[src/rtl/hilo_ctrl.sv]
// hilo_ctrl: sequences the iterative mult/div unit and holds the HI/LO pair.
// An operation restarts the unit (CLR), waits a fixed 33 iterations (RUN),
// then commits the unit's result into HI/LO or flags divide-by-zero (LATCH).
module hilo_ctrl (
    input  logic        clk,
    input  logic        reset,
    input  logic        start,
    input  logic        op_div,
    input  logic        mthi,
    input  logic        mtlo,
    input  logic [31:0] wr_data,
    input  logic [31:0] md_high,
    input  logic [31:0] md_low,
    input  logic        md_zero,
    output logic        md_reset,
    output logic        md_set,
    output logic        busy,
    output logic        done,
    output logic        div_zero,
    output logic [31:0] hi,
    output logic [31:0] lo
);

    localparam int unsigned ITER     = 33;
    localparam logic [5:0]  CNT_LAST = 6'(ITER - 1);

    typedef enum logic [1:0] {
        IDLE,
        CLR,
        RUN,
        LATCH
    } state_t;

    state_t      state, state_d;
    logic [5:0]  cnt, cnt_d;
    logic        op_q, op_d;
    logic [31:0] hi_d, lo_d;
    logic        done_d, dz_d;

    // State register
    always_ff @(posedge clk or posedge reset) begin
        if (reset) begin
            state <= IDLE;
        end else begin
            state <= state_d;
        end
    end

    // Datapath registers: iteration counter, latched op, HI/LO, result pulses
    always_ff @(posedge clk or posedge reset) begin
        if (reset) begin
            cnt      <= '0;
            op_q     <= 1'b0;
            hi       <= '0;
            lo       <= '0;
            done     <= 1'b0;
            div_zero <= 1'b0;
        end else begin
            cnt      <= cnt_d;
            op_q     <= op_d;
            hi       <= hi_d;
            lo       <= lo_d;
            done     <= done_d;
            div_zero <= dz_d;
        end
    end

    // Next-state and next-value logic; moves are only honoured in IDLE
    always_comb begin
        state_d = state;
        cnt_d   = cnt;
        op_d    = op_q;
        hi_d    = hi;
        lo_d    = lo;
        done_d  = 1'b0;
        dz_d    = 1'b0;
        case (state)
            IDLE: begin
                if (mthi) hi_d = wr_data;
                if (mtlo) lo_d = wr_data;
                if (start) begin
                    op_d    = op_div;
                    state_d = CLR;
                end
            end
            CLR: begin
                cnt_d   = '0;
                state_d = RUN;
            end
            RUN: begin
                if (cnt == CNT_LAST) begin
                    state_d = LATCH;
                end else begin
                    cnt_d = cnt + 6'd1;
                end
            end
            LATCH: begin
                done_d  = 1'b1;
                state_d = IDLE;
                if (op_q && md_zero) begin
                    dz_d = 1'b1;
                end else begin
                    hi_d = md_high;
                    lo_d = md_low;
                end
            end
            default: state_d = IDLE;
        endcase
    end

    assign md_reset = reset | (state == CLR);
    assign md_set   = op_q;
    assign busy     = (state != IDLE);

endmodule

[config.mk]
export PLATFORM = sky130hd
export DESIGN_NAME = hilo_ctrl
export DESIGN_NICKNAME = d
export VERILOG_FILES = /design/src/rtl/hilo_ctrl.sv
export SDC_FILE = /design/constraint.sdc
export NUM_CORES = 1
export LEC_CHECK = 0
export CAP_MARGIN = 20
export CORE_MARGIN = 2
export CORE_UTILIZATION = 43
export CTS_BUF_LIST = sky130_fd_sc_hd__clkbuf_4 sky130_fd_sc_hd__clkbuf_8
export CTS_CLUSTER_DIAMETER = 150
export DETAILED_ROUTE_END_ITERATION = 16
export PLACE_DENSITY = 0.89
export SETUP_SLACK_MARGIN = 0.3
export SLEW_MARGIN = 20
export SYNTH_ARGS = -nofsm -noshare
export SYNTH_HDL_FRONTEND = slang
export SYNTH_SLANG_ARGS = --single-unit
[constraint.sdc]
create_clock -name clk -period 3 [get_ports clk]
set_input_delay 0.3 -clock clk [delete_from_list [all_inputs] [get_ports clk]]
set_output_delay 0.3 -clock clk [all_outputs]
set_load 0.03 [all_outputs]
-- After elaboration in Yosys (flattened, before gate mapping)
Cells that the tools add are included.
- register bits: 75
- bits in latches: 0
- RAM bits: 0
- bits in read-only memories: 0
- input port bits: 103
- output and inout port bits: 69
- word-level logic and storage cells: 43
- memories kept: 0
- $add $sub $neg: 1
- $mul: 0
- divide/modulo/power cells: 0
- $lt $le $gt $ge: 0
- equal/unequal tests: 10
- shifts and indexed selects: 0
- multiplexer cells: 14
- bitwise operators: 1
- reductions and logical operators: 10
- operators by type and width (cell ; number):
    $mux 32 ; 4
    $pmux 32 s2 ; 2
    $ne 2x2->1 const B ; 6
    $pmux 6 s2 ; 1
    $pmux 2 s4 ; 1
    $add 6x1->6 const B ; 1
    $eq 6x6->1 const B ; 1
    $mux 6 ; 1
    $reduce_and 2->1 ; 3
    $reduce_and 3->1 ; 2
    $reduce_bool 2->1 ; 3
    $eq 2x2->1 const B ; 2
    $mux 2 ; 2
    $mux 1 ; 3
    $eq 2x1->1 const B ; 1
    $logic_not 2->1 ; 1
    $logic_and 1x1->1 ; 1
    $or 1x1->1 ; 1

-- Logic depth before layout (Yosys ltp)
Gate-level depths: netlist of run 1.
- word-level depth: 3
- gate-level depth with buffers: 7
- gate-level depth less buffers: 5

-- Least setup slack after synthesis of run 1
No wires, ideal clock.
- path type: register to register
- from: register state[0]
- to: register lo[0]
- library setup time: 125 ps
- data arrival time: 1688 ps
- required time: 2875 ps
- setup slack: 1187 ps
- cell stages (with the launch flop): 7
- path buffers: 2
- period minus slack after synthesis: 1813 ps
- cell sequence: dfrtp_1 -> ha_1 -> buf_6 -> and3_4 -> nor3_4 -> buf_6 -> mux2_2
- longest elaborated chain between the ends: 3
- elaborated cells on any way between the ends: 7
- classes of those cells: eq/ne: 3; mux: 1; reduce/logical: 3
- RTL lines (element ; RTL line ; source):
    from (decl) ; 34 ; state_t state, state_d;
    from (signal assigned) ; 45 ; state <= state_d;
    $eq 2x2->1 / $logic_not 2->1 (equally long branches) ; 77 ; case (state)
    $ne 2x2->1 (no line) / $reduce_bool 2->1 (equally long branches) ; - ;
    $reduce_and 3->1 (no line) ; - ;
    to (signal assigned) ; 62 ; lo <= lo_d;
    to (decl) ; 21 ; output logic [31:0] lo
Parallel ways exist; a longest one is shown, timed or not.
A chain may end at the register's enable or synchronous reset.

-- Worst setup path after layout of run 1
- from: register state[1]
- to: output port md_reset
- longest elaborated chain between the ends: 2
- RTL lines (element ; RTL line ; source):
    $eq 2x1->1 ; 111 ; assign md_reset = reset | (state == CLR);
    $or 1x1->1 ; 111 ;
    to (decl) ; 15 ; output logic md_reset,
No other way between the ends.

==> Flow_metrics.wiki, run 1 <==
{| class="wikitable"
! Metric !! Value
|-
| CP startpoint || state[1]
|-
| Setup Skew || 0.01729 ns
|-
| Largest net degree at the start of global routing || 76
|-
| Number of levels the H-tree was split into || 3
|-
| Final antenna diode count || 0
|-
| Pre-Repair DR Iteration Count || 6
|-
| Post-DR vias/cell || 4.896
|-
| Area of the core region || 8636 sq um
|-
| Number of pins with negative max-slew slack in the final report || 0
|-
| Drt first-iter violations || 112
|-
| Residual DRC || 0
|-
| Post-Synthesis Cells || 370
|-
| Detailed-placement wirelength estimate || 7720 microns
|-
| Depth of the worst register-to-register path || 6
|-
| Top fanout value on the critical path || 4
|-
| Final instance area || 5789 sq um
|-
| Slowest CP cell || sky130_fd_sc_hd__clkdlybuf4s50_1
|-
| Total number of placement rows || 34
|-
| Count of pins on the block boundary || 172
|-
| Mapped cell area || 3809 sq um
|-
| RSZ-0062 raised after global routing || false
|-
| Mapped Nets || 479
|-
| Required time worst endpoint || 2.70 ns
|-
| Internal reg-to-reg setup slack || 0.80 ns
|-
| Setup fix buffers added after clock tree synthesis || 0
|-
| Number of warning messages in the yosys log || 0
|-
| Reg power frac || 26.9%
|-
| Element type at the critical path start || flip-flop
|-
| Avg Cell Area, Syn || 10.29 sq um
|-
| Fraction of registers with async set or reset after synthesis || 100.0%
|-
| Share of layout cells above drive strength 1 || 16.88%
|-
| Total grt overflow || 0
|-
| Sw frac || 42.29%
|-
| Fin Hold WS || 0.3886 ns
|-
| Maximum resistive drop on vdd || 0.6920 mV
|-
| Fmax || 444.6 MHz
|-
| First-pass GRT wire length || 16600 microns
|-
| Count of buffers inserted at the top-level ports || 171
|-
| Class of the worst hold path || input pin to async pin
|-
| Setup total negative slack || 0 ns
|-
| Post-CTS Hold Fix Bufs || 0
|-
| R2r startpoint || state[0]
|-
| Clock-pin slew of the registers on the worst-case setup and hold paths || 0.07 ns
|-
| Worst path depth || 4
|-
| Number of antenna violations at the first check in global routing || 0
|-
| Area Overhead vs Synth || 52.00%
|-
| Number of nets in the final layout || 650
|-
| Routed wirelength normalized by instance count || 15.11 microns
|-
| Run status || finished, final reports clean
|-
| Psw || 2890 uW
|-
| Bufs and invs on worst path || 2
|-
| Ys flop type || sky130_fd_sc_hd__dfrtp_1
|-
| Worst slew slack as a fraction of its limit || 64.71%
|-
| Initial standard-cell utilization of the core || 44.10%
|-
| Kind of cell adding the most delay to the critical path || buffers and inverters
|-
| Buffer type at the clock tree root || sky130_fd_sc_hd__clkbuf_8
|-
| Max-Cap Viols || 0
|-
| Global placer's final weighted congestion || 0.7992
|-
| Tightest Pin Transition || 0.5280 ns
|-
| Die H || 98.12 microns
|-
| Number of buffers on the longest clock path || 2
|-
| Power density relative to cell area || 1180 nW/um^2
|-
| Capture instance of the worst register-to-register path || hi[31]
|-
| DIE AREA || 9627 sq um
|-
| Number of enable-type register cells in the synthesized netlist || 0
|-
| CTS tree || done
|-
| Drt total wl || 9866 microns
|-
| Cell breakdown of the critical path || inv_1 > ha_1 > or2_2 > clkdlybuf4s50_1
|-
| Path type of the worst setup path || flip-flop to output pin
|-
| Share of synthesized area occupied by flip-flops and latches || 49.28%
|-
| Area after detailed placement || 5598 sq um
|-
| Setup violators final || 0
|-
| Post-route ant nets || 0
|-
| Die X-Extent || 98.12 microns
|-
| Leakage power total || 0.002580 uW
|-
| Worst Setup EP || md_reset
|-
| Final hold vios || 0
|-
| Worst endpoint data arrival time || 1.95 ns
|-
| Number of distinct standard cells referenced by the synthesized netlist || 31
|-
| Part of the cycle the worst path needs || 74.97%
|-
| Gate power share || 62.0%
|-
| Cell internal power dissipation || 3943 uW
|-
| Critical Path Sink Type || output pin
|-
| Post-CTS Resized || 0
|-
| Largest stage delay on the critical path || 0.59 ns
|-
| Clock Sinks || 75
|-
| Source-to-sink clock delay at the later pin of the worst-skew pair || 0.34 ns
|-
| Yosys reg bits || 75
|-
| Clock power share || 11.1%
|-
| GRT Util Overall || 21.46%
|-
| Number of vias after detailed routing || 3197
|-
| Util after Layout || 67.04%
|-
| Via count of the first global-routing pass || 3541
|-
| Time the worst path needs with I/O delays and setup || 2.249 ns
|-
| Num CTS Buffers || 9
|}
-- worst register-to-register path: stages (launching register included) --
cell	delay, ns
sky130_fd_sc_hd__dfrtp_1	0.42
sky130_fd_sc_hd__inv_1	0.08
sky130_fd_sc_hd__ha_1	0.29
sky130_fd_sc_hd__nor2b_1	0.19
sky130_fd_sc_hd__nor3_4	0.44
sky130_fd_sc_hd__buf_4	0.31
sky130_fd_sc_hd__mux2_2	0.36
-- logic make-up (layout without fill, tap and decap cells) --
family          Yosys count  count (layout)  share of synthesized area (%)
compound gates           13              13                          2.399
xor+xnor                  1               1                         0.2300
fa+ha+maj                 6               6                          1.971
buf+inv                  25             200                          3.975
flops                    75              75                          49.28
mux                      68              68                          20.04
simple gates            182             182                          22.11
-- layout by cell type, fill, tap and decap left out, types with 2 or more instances in the layout --
master                            count
sky130_fd_sc_hd__buf_4                6
sky130_fd_sc_hd__nand3_1              4
sky130_fd_sc_hd__a22o_1               2
sky130_fd_sc_hd__nand2b_1            33
sky130_fd_sc_hd__nand4_1              2
sky130_fd_sc_hd__clkinv_2             3
sky130_fd_sc_hd__ha_1                 5
sky130_fd_sc_hd__mux2i_1              2
sky130_fd_sc_hd__nor2b_1              3
sky130_fd_sc_hd__clkdlybuf4s50_1    171
sky130_fd_sc_hd__a211o_1              2
sky130_fd_sc_hd__mux2_1               5
sky130_fd_sc_hd__mux2_2              61
sky130_fd_sc_hd__nor3_4               2
sky130_fd_sc_hd__nand2_1            131
sky130_fd_sc_hd__a21oi_1              4
sky130_fd_sc_hd__inv_1                6
sky130_fd_sc_hd__clkbuf_8            10
sky130_fd_sc_hd__dfrtp_1             75
-- synthesized netlist by cell type (all sizes together), types with 2 or more instances --
cell type | count | share of area (%)
buf | 11 | 2.6
nand2 | 131 | 13
mux2i | 2 | 0.53
inv | 7 | 0.69
nor3 | 2 | 0.85
mux2 | 66 | 20
nand3 | 4 | 0.53
nor2b | 3 | 0.49
nand4 | 2 | 0.33
nor2 | 2 | 0.26
a22o | 2 | 0.46
clkbuf | 7 | 0.69
ha | 6 | 2.0
nand2b | 33 | 5.4
a21oi | 4 | 0.53
a211o | 2 | 0.46
dfrtp | 75 | 49
-- sequential cells by signal, indices dropped and copies added (netlist names) --
register  cells
cnt           6
lo           32
hi           32
done          1
state         2
div_zero      1
md_set        1
-- layer usage --
layer  track usage (%)  routed length, microns  up-vias
met5                 0                       0        -
met4             7.479                     221        0
met3             4.295                     548       16
met2             39.62                    5192      118
met1             24.63                    3904     1518
li1                  -                       -     1545
-- layout make-up --
class / count / area, sq um
Clock buffer: 10 / 137.6
Clock inverter: 5 / 53.80
Fill cell: 674 / 2846
Inverter: 7 / 26.28
Multi-Input combinational cell: 270 / 1783
Sequential cell: 75 / 1877
Tap cell: 108 / 135.1
Timing Repair Buffer: 178 / 1777
-- worst min-delay path by stage --
stage | from | to | slack [ns] | cells past startpoint
4_1_cts | reset | lo[1] | 0.41 | 3
3_3_place_gp | lo[24] | lo[24] | 0.47 | 1
5_1_grt | reset | lo[7] | 0.44 | 3
6_report | reset | hi[7] | 0.39 | 3
2_1_floorplan | op_div | md_set | 0.45 | 1
3_5_place_dp | lo[19] | lo[19] | 0.49 | 1
-- stage by stage --
| step | instances | power, uW | setup slack (ns) |
|---|---|---|---|
| 6_report | 653 | 6833 | 0.7510 |
| 2_1_floorplan | 370 | 4654 | 0.7900 |
| 4_1_cts | 653 | 6905 | 0.7398 |
| 3_5_place_dp | 638 | 6136 | 0.8183 |
| 5_1_grt | 653 | 7260 | 0.6641 |
| 3_3_place_gp | 638 | 5957 | 0.8993 |
-- power groups by stage --
stage	Clock, uW	Sequential (uW)	Combinational, uW
after global routing	823	1910	4530
after floorplan	0	2720	1940
after CTS	772	1850	4290
final	756	1840	4240
after detailed placement	0	1860	4280
after global placement	0	1830	4130
(Power assumes the default switching activity.)
==> run 2: changes to the inputs <==
Clock period 3 ns to 2.2 ns, I/O delays scaled along.
==> Flow_metrics.wiki, run 2 (same netlist as run 1, synthesis figures left out) <==
{| class="wikitable"
! Metric !! Value
|-
| Run status || finished, final reports clean (unchanged)
|-
| Number of pins with negative max-slew slack in the final report || 0 (unchanged)
|-
| Critical Path Sink Type || flip-flop (was output pin)
|-
| Top fanout value on the critical path || 12 (was 4)
|-
| Number of nets in the final layout || 652 (was 650)
|-
| Capture instance of the worst register-to-register path || lo[28] (was hi[31])
|-
| Clock-pin slew of the registers on the worst-case setup and hold paths || 0.08 ns (was 0.07 ns)
|-
| Num CTS Buffers || 9 (unchanged)
|-
| CTS tree || done (unchanged)
|-
| Global placer's final weighted congestion || 0.7950 (was 0.7992)
|-
| Die H || 98.12 microns (unchanged)
|-
| Leading cell type in the layout, fill and taps excluded || sky130_fd_sc_hd__clkdlybuf4s50_1 (unchanged)
|-
| DIE AREA || 9627 sq um (unchanged)
|-
| Post-CTS Hold Fix Bufs || 0 (unchanged)
|-
| Largest net degree at the start of global routing || 76 (unchanged)
|-
| Number of buffers on the longest clock path || 2 (unchanged)
|-
| Share of layout cells above drive strength 1 || 18.25% (was 16.88%)
|-
| Via count of the first global-routing pass || 3381 (was 3541)
|-
| Non-filler cells in the finished layout || 656 (was 653)
|-
| Util after Layout || 68.23% (was 67.04%)
|-
| Worst slew slack as a fraction of its limit || 68.28% (was 64.71%)
|-
| Setup total negative slack || 0 ns (unchanged)
|-
| Number of levels the H-tree was split into || 3 (unchanged)
|-
| Final hold vios || 0 (unchanged)
|-
| Count of pins on the block boundary || 172 (unchanged)
|-
| Worst endpoint data arrival time || 2.07 ns (was 1.95 ns)
|-
| Drt first-iter violations || 69 (was 112)
|-
| First-pass GRT wire length || 15990 microns (was 16600 microns)
|-
| Largest registers in the final layout || hi: 32 flops, lo: 32 flops, cnt: 6 flops (unchanged)
|-
| R2r startpoint || state[0] (unchanged)
|-
| Fillers || 641 (was 674)
|-
| Class of the worst hold path || input pin to async pin (unchanged)
|-
| Depth of the worst register-to-register path || 6 (unchanged)
|-
| Buffer type at the clock tree root || sky130_fd_sc_hd__clkbuf_8 (unchanged)
|-
| Total number of placement rows || 34 (unchanged)
|-
| Die X-Extent || 98.12 microns (unchanged)
|-
| Fmax || 543.2 MHz
|-
| Required time worst endpoint || 2.42 ns (was 2.70 ns)
|-
| GRT Util Overall || 20.67% (was 21.46%)
|-
| Routed wirelength normalized by instance count || 15.02 microns (was 15.11 microns)
|-
| Number of antenna violations at the first check in global routing || 0 (unchanged)
|-
| Final antenna diode count || 0 (unchanged)
|-
| Clock Sinks || 75 (unchanged)
|-
| Setup violators final || 0 (unchanged)
|-
| Element type at the critical path start || flip-flop (unchanged)
|-
| Overall power after layout || 9654 uW (was 6833 uW)
|-
| Number of placed cells counting well taps || 638 (unchanged)
|-
| Total grt overflow || 0 (unchanged)
|-
| Max-Cap Viols || 0 (unchanged)
|-
| Area Overhead vs Synth || 54.70% (was 52.00%)
|-
| Setup Skew || 0.007488 ns (was 0.01729 ns)
|-
| Maximum resistive drop on vdd || 0.8932 mV (was 0.6920 mV)
|-
| Time the worst path needs with I/O delays and setup || 1.841 ns
|-
| Post-route ant nets || 0 (unchanged)
|-
| Count of buffers inserted at the top-level ports || 171 (unchanged)
|-
| Source-to-sink clock delay at the later pin of the worst-skew pair || 0.34 ns (about the same)
|-
| CP startpoint || state[0] (was state[1])
|-
| Area of the core region || 8636 sq um (unchanged)
|-
| Tightest Pin Transition || 0.4746 ns (was 0.5280 ns)
|-
| Number of vias after detailed routing || 3213 (was 3197)
|-
| Drt total wl || 9851 microns (was 9866 microns)
|-
| Residual DRC || 0 (unchanged)
|-
| Leakage power total || 0.002599 uW (was 0.002580 uW)
|-
| RSZ-0062 raised after global routing || false (unchanged)
|-
| Part of the cycle the worst path needs || 83.69%
|-
| Internal reg-to-reg setup slack || 0.36 ns (was 0.80 ns)
|-
| Power density relative to cell area || 1639 nW/um^2 (was 1180 nW/um^2)
|-
| Pre-Repair DR Iteration Count || 4 (was 6)
|-
| Detailed-placement wirelength estimate || 7163 microns (was 7720 microns)
|-
| Initial standard-cell utilization of the core || 44.10% (unchanged)
|-
| Most used cells in the layout excluding fill and tap cells || sky130_fd_sc_hd__clkdlybuf4s50_1 (169), sky130_fd_sc_hd__nand2_1 (131), sky130_fd_sc_hd__dfrtp_1 (75) (was sky130_fd_sc_hd__clkdlybuf4s50_1 (171), sky130_fd_sc_hd__nand2_1 (131), sky130_fd_sc_hd__dfrtp_1 (75))
|-
| Path type of the worst setup path || flip-flop to flip-flop (was flip-flop to output pin)
|-
| Post-DR vias/cell || 4.898 (was 4.896)
|}
[run 2: changes by cell type in the layout (fill, tap and decap cells not counted), moves of 2 or more]
cell                              before  now
sky130_fd_sc_hd__buf_12                1    3
sky130_fd_sc_hd__clkinvlp_4            0    4
sky130_fd_sc_hd__buf_4                 6    3
sky130_fd_sc_hd__clkinv_2              3    0
sky130_fd_sc_hd__clkdlybuf4s50_1     171  169
sky130_fd_sc_hd__inv_1                 6    4
[run 2: what timing repair did]
item,in CTS,in global routing
setup endpoints to repair,55,55
pin swaps,0,1
cloned,0,1
setup buffers,0,1
gates resized for setup,7,8
[run 2: final cells by class]
class,count,area [sq um],share of cell area (%)
Multi-Input combinational cell,270,1798,30.52
Clock inverter,5,61.31,1.041
Timing Repair Buffer,180,1839,31.22
Inverter,7,30.03,0.5097
Tap cell,108,135.1,2.293
Sequential cell,75,1877,31.85
Clock buffer,11,151.4,2.570
[run 2: critical path, cell delays in order (launching register included)]
cell	delay, ns
sky130_fd_sc_hd__dfrtp_1	0.43
sky130_fd_sc_hd__ha_2	0.23
sky130_fd_sc_hd__and3_4	0.18
sky130_fd_sc_hd__nor3_4	0.20
sky130_fd_sc_hd__buf_12	0.14
sky130_fd_sc_hd__buf_6	0.18
sky130_fd_sc_hd__mux2_2	0.36
[run 2: per-stage QoR]
step / hold slack, ns / setup WS, ns / instance area (sq um)
floorplan: 0.3705 / 0.3875 / 3812
global placement: 0.4679 / 0.3150 / 5602
detailed placement: 0.4772 / 0.2083 / 5602
CTS: 0.3563 / 0.2463 / 5829
global route: 0.4220 / 0.3051 / 5892
finish: 0.3508 / 0.3589 / 5892
[run 2: worst max-delay path by stage]
stage	endpoint	slack (ns)	cells after the start
floorplan	lo[0]	0.39	6
global route	lo[28]	0.31	6
finish	lo[28]	0.36	6
CTS	md_reset	0.25	4
detailed placement	hi[4]	0.21	6
global placement	hi[20]	0.31	6
[run 2: metal layers]
layer | vias to the layer above | wire (microns) | GRT usage (%)
met5 | - | 0 | 0
met4 | 0 | 286 | 9.402
met3 | 22 | 641 | 4.868
met2 | 122 | 4886 | 35.93
met1 | 1515 | 4036 | 24.27
li1 | 1554 | - | -
[run 2: power by group]
part | internal [uW] | switching (uW) | leakage (uW)
Sequential | 2100 | 393 | 0.000900
Combinational | 2930 | 3120 | 0.00160
Clock | 588 | 521 | 0.0000978
==> run 3: changes to the inputs <==
Clock period 2.2 ns to 1.9 ns, I/O delays scaled along.
==> Flow_metrics.wiki, run 3 (same netlist as run 1, synthesis figures left out) <==
{| class="wikitable"
! Metric !! Value
|-
| Number of placed cells counting well taps || 638 (unchanged)
|-
| Number of vias after detailed routing || 3316 (was 3213)
|-
| Number of pins with negative max-slew slack in the final report || 0 (unchanged)
|-
| Post-route ant nets || 0 (unchanged)
|-
| Required time worst endpoint || 2.12 ns (was 2.42 ns)
|-
| Time the worst path needs with I/O delays and setup || 1.797 ns (was 1.841 ns)
|-
| Top fanout value on the critical path || 6 (was 12)
|-
| Global placer's final weighted congestion || 0.7779 (was 0.7950)
|-
| Leading cell type in the layout, fill and taps excluded || sky130_fd_sc_hd__nand2_1 (was sky130_fd_sc_hd__clkdlybuf4s50_1)
|-
| Worst slew slack as a fraction of its limit || 71.72% (was 68.28%)
|-
| Buffer type at the clock tree root || sky130_fd_sc_hd__clkbuf_8 (unchanged)
|-
| Drt total wl || 10930 microns (was 9851 microns)
|-
| Post-DR vias/cell || 4.935 (was 4.898)
|-
| Area of the core region || 8636 sq um (unchanged)
|-
| Setup total negative slack || 0 ns (unchanged)
|-
| Number of nets in the final layout || 668 (was 652)
|-
| Total grt overflow || 0 (unchanged)
|-
| Worst-case setup slack after placement || 0.06332 ns (was 0.2083 ns)
|-
| Maximum resistive drop on vdd || 0.9212 mV (was 0.8932 mV)
|-
| Max-Cap Viols || 0 (unchanged)
|-
| Class of the worst hold path || input pin to async pin (unchanged)
|-
| Number of buffers on the longest clock path || 2 (unchanged)
|-
| Critical Path Sink Type || flip-flop (unchanged)
|-
| Via count of the first global-routing pass || 3416 (was 3381)
|-
| Leakage power total || 0.003477 uW (was 0.002599 uW)
|-
| Detailed-placement wirelength estimate || 7212 microns (was 7163 microns)
|-
| Share of layout cells above drive strength 1 || 22.16% (was 18.25%)
|-
| GRT Util Overall || 22.14% (was 20.67%)
|-
| Clock Sinks || 75 (unchanged)
|-
| Run status || finished, final reports clean (unchanged)
|-
| Count of pins on the block boundary || 172 (unchanged)
|-
| Multi-input logic area || 2058 sq um (was 1798 sq um)
|-
| Largest net degree at the start of global routing || 76 (unchanged)
|-
| Num CTS Buffers || 9 (unchanged)
|-
| Clock-pin slew of the registers on the worst-case setup and hold paths || 0.08 ns (about the same)
|-
| Final antenna diode count || 0 (unchanged)
|-
| Tightest Pin Transition || 0.4242 ns (was 0.4746 ns)
|-
| Post-CTS Hold Fix Bufs || 0 (unchanged)
|-
| Area Overhead vs Synth || 70.93% (was 54.70%)
|-
| Routed wirelength normalized by instance count || 16.27 microns (was 15.02 microns)
|-
| First-pass GRT wire length || 16960 microns (was 15990 microns)
|-
| Initial standard-cell utilization of the core || 44.10% (unchanged)
|-
| CTS tree || done (unchanged)
|-
| Drt first-iter violations || 84 (was 69)
|-
| Most used cells in the layout excluding fill and tap cells || sky130_fd_sc_hd__nand2_1 (131), sky130_fd_sc_hd__clkdlybuf4s50_1 (114), sky130_fd_sc_hd__dfrtp_1 (73) (was sky130_fd_sc_hd__clkdlybuf4s50_1 (169), sky130_fd_sc_hd__nand2_1 (131), sky130_fd_sc_hd__dfrtp_1 (75))
|-
| Pre-Repair DR Iteration Count || 4 (unchanged)
|-
| Die H || 98.12 microns (unchanged)
|-
| Final hold vios || 0 (unchanged)
|-
| Number of levels the H-tree was split into || 3 (unchanged)
|-
| Residual DRC || 0 (unchanged)
|-
| Path type of the worst setup path || flip-flop to flip-flop (unchanged)
|-
| Count of buffers inserted at the top-level ports || 171 (unchanged)
|-
| RSZ-0062 raised after global routing || true (was false)
|-
| Setup violators final || 0 (unchanged)
|-
| Fillers || 556 (was 641)
|-
| Number of antenna violations at the first check in global routing || 0 (unchanged)
|-
| Worst endpoint data arrival time || 2.02 ns (was 2.07 ns)
|-
| Power density relative to cell area || 2001 nW/um^2 (was 1639 nW/um^2)
|-
| Non-filler cells in the finished layout || 672 (was 656)
|-
| Fmax || 556.3 MHz (was 543.2 MHz)
|-
| Total number of placement rows || 34 (unchanged)
|-
| Die X-Extent || 98.12 microns (unchanged)
|-
| DIE AREA || 9627 sq um (unchanged)
|-
| Part of the cycle the worst path needs || 94.61% (was 83.69%)
|-
| Element type at the critical path start || flip-flop (unchanged)
|-
| Source-to-sink clock delay at the later pin of the worst-skew pair || 0.34 ns (about the same)
|-
| Util after Layout || 75.38% (was 68.23%)
|-
| Setup Skew || 0.006997 ns (was 0.007488 ns)
|-
| Largest registers in the final layout || hi: 32 flops, lo: 32 flops, cnt: 6 flops (unchanged)
|-
| Worst-case setup margin in the final layout || 0.1025 ns (was 0.3589 ns)
|-
| Register area || 1879 sq um (was 1877 sq um)
|}
run 3: changes by cell type in the layout (fill, tap and decap cells not counted), moves of 3 or more:
cell and change:
sky130_fd_sc_hd__mux2_4 +63, sky130_fd_sc_hd__mux2_2 -58, sky130_fd_sc_hd__clkdlybuf4s50_1 -55, sky130_fd_sc_hd__dlymetal6s2s_1 +50, sky130_fd_sc_hd__buf_4 +7, sky130_fd_sc_hd__mux2_1 -5
sky130_fd_sc_hd__buf_6 +4, sky130_fd_sc_hd__dlygate4sd2_1 +4, sky130_fd_sc_hd__buf_16 +3, sky130_fd_sc_hd__clkbuf_16 +3, sky130_fd_sc_hd__clkinv_2 +3
run 3: path summary, 6_finish.rpt:
path                          start        to  slack [ns]  cells past startpoint
max in group asynchronous     reset  state[0]        1.26                      3
min in group clk             op_div    md_set        0.46                      2
hold reg to reg              hi[28]    hi[28]        0.51                      1
setup / recovery           state[0]    lo[24]        0.10                      6
setup reg to reg           state[0]    lo[24]        0.10                      6
hold / removal                reset      done        0.33                      3
run 3: metal layers:
metal / wire (microns) / track usage (%) / vias to the layer above
met5: 0 / 0 / -
met4: 163 / 6.624 / 0
met3: 611 / 4.796 / 18
met2: 5550 / 38.62 / 128
met1: 4605 / 27.63 / 1580
li1: - / - / 1590
run 3: area by class of cell:
class / instances / share of cell area (%)
inverters: 7 / 0.4613
repair buffers: 196 / 33.94
multi-input cells: 270 / 31.62
clock inverters: 5 / 0.8072
well taps: 108 / 2.076
clock buffers: 11 / 2.229
flip-flops and latches: 75 / 28.87
run 3: power breakdown:
| part | switching [uW] | total, uW | internal [uW] |
|---|---|---|---|
| Combinational | 4100 | 8830 | 4730 |
| Clock | 573 | 1220 | 651 |
| Sequential | 530 | 2970 | 2440 |
| Total | 5200 | 13000 | 7820 |
run 3: critical path, cell delays in order, from the launching register on:
cell and delay (ns):
sky130_fd_sc_hd__dfrtp_2 0.45, sky130_fd_sc_hd__ha_4 0.18, sky130_fd_sc_hd__and3_4 0.17, sky130_fd_sc_hd__nor3_4 0.25, sky130_fd_sc_hd__buf_4 0.18, sky130_fd_sc_hd__clkbuf_16 0.15
sky130_fd_sc_hd__mux2_4 0.30
run 3: repair_timing:
| action | CTS | global route |
|---|---|---|
| resized for setup | 29 | 59 |
| pin swaps | 2 | 1 |
| buffers inserted | 8 | 3 |
| cloned | 3 | 4 |
| endpoints found under the setup margin | 74 | 117 |
run 3: through the flow:
step           power (uW)  area (sq um)  hold WS (ns)
4_1_cts             12600          6236        0.3521
5_1_grt             13740          6510        0.3923
2_1_floorplan        8269          4049        0.3405
3_5_place_dp        10730          5873        0.4923
6_report            13020          6510        0.3278
3_3_place_gp        10510          5873        0.4909
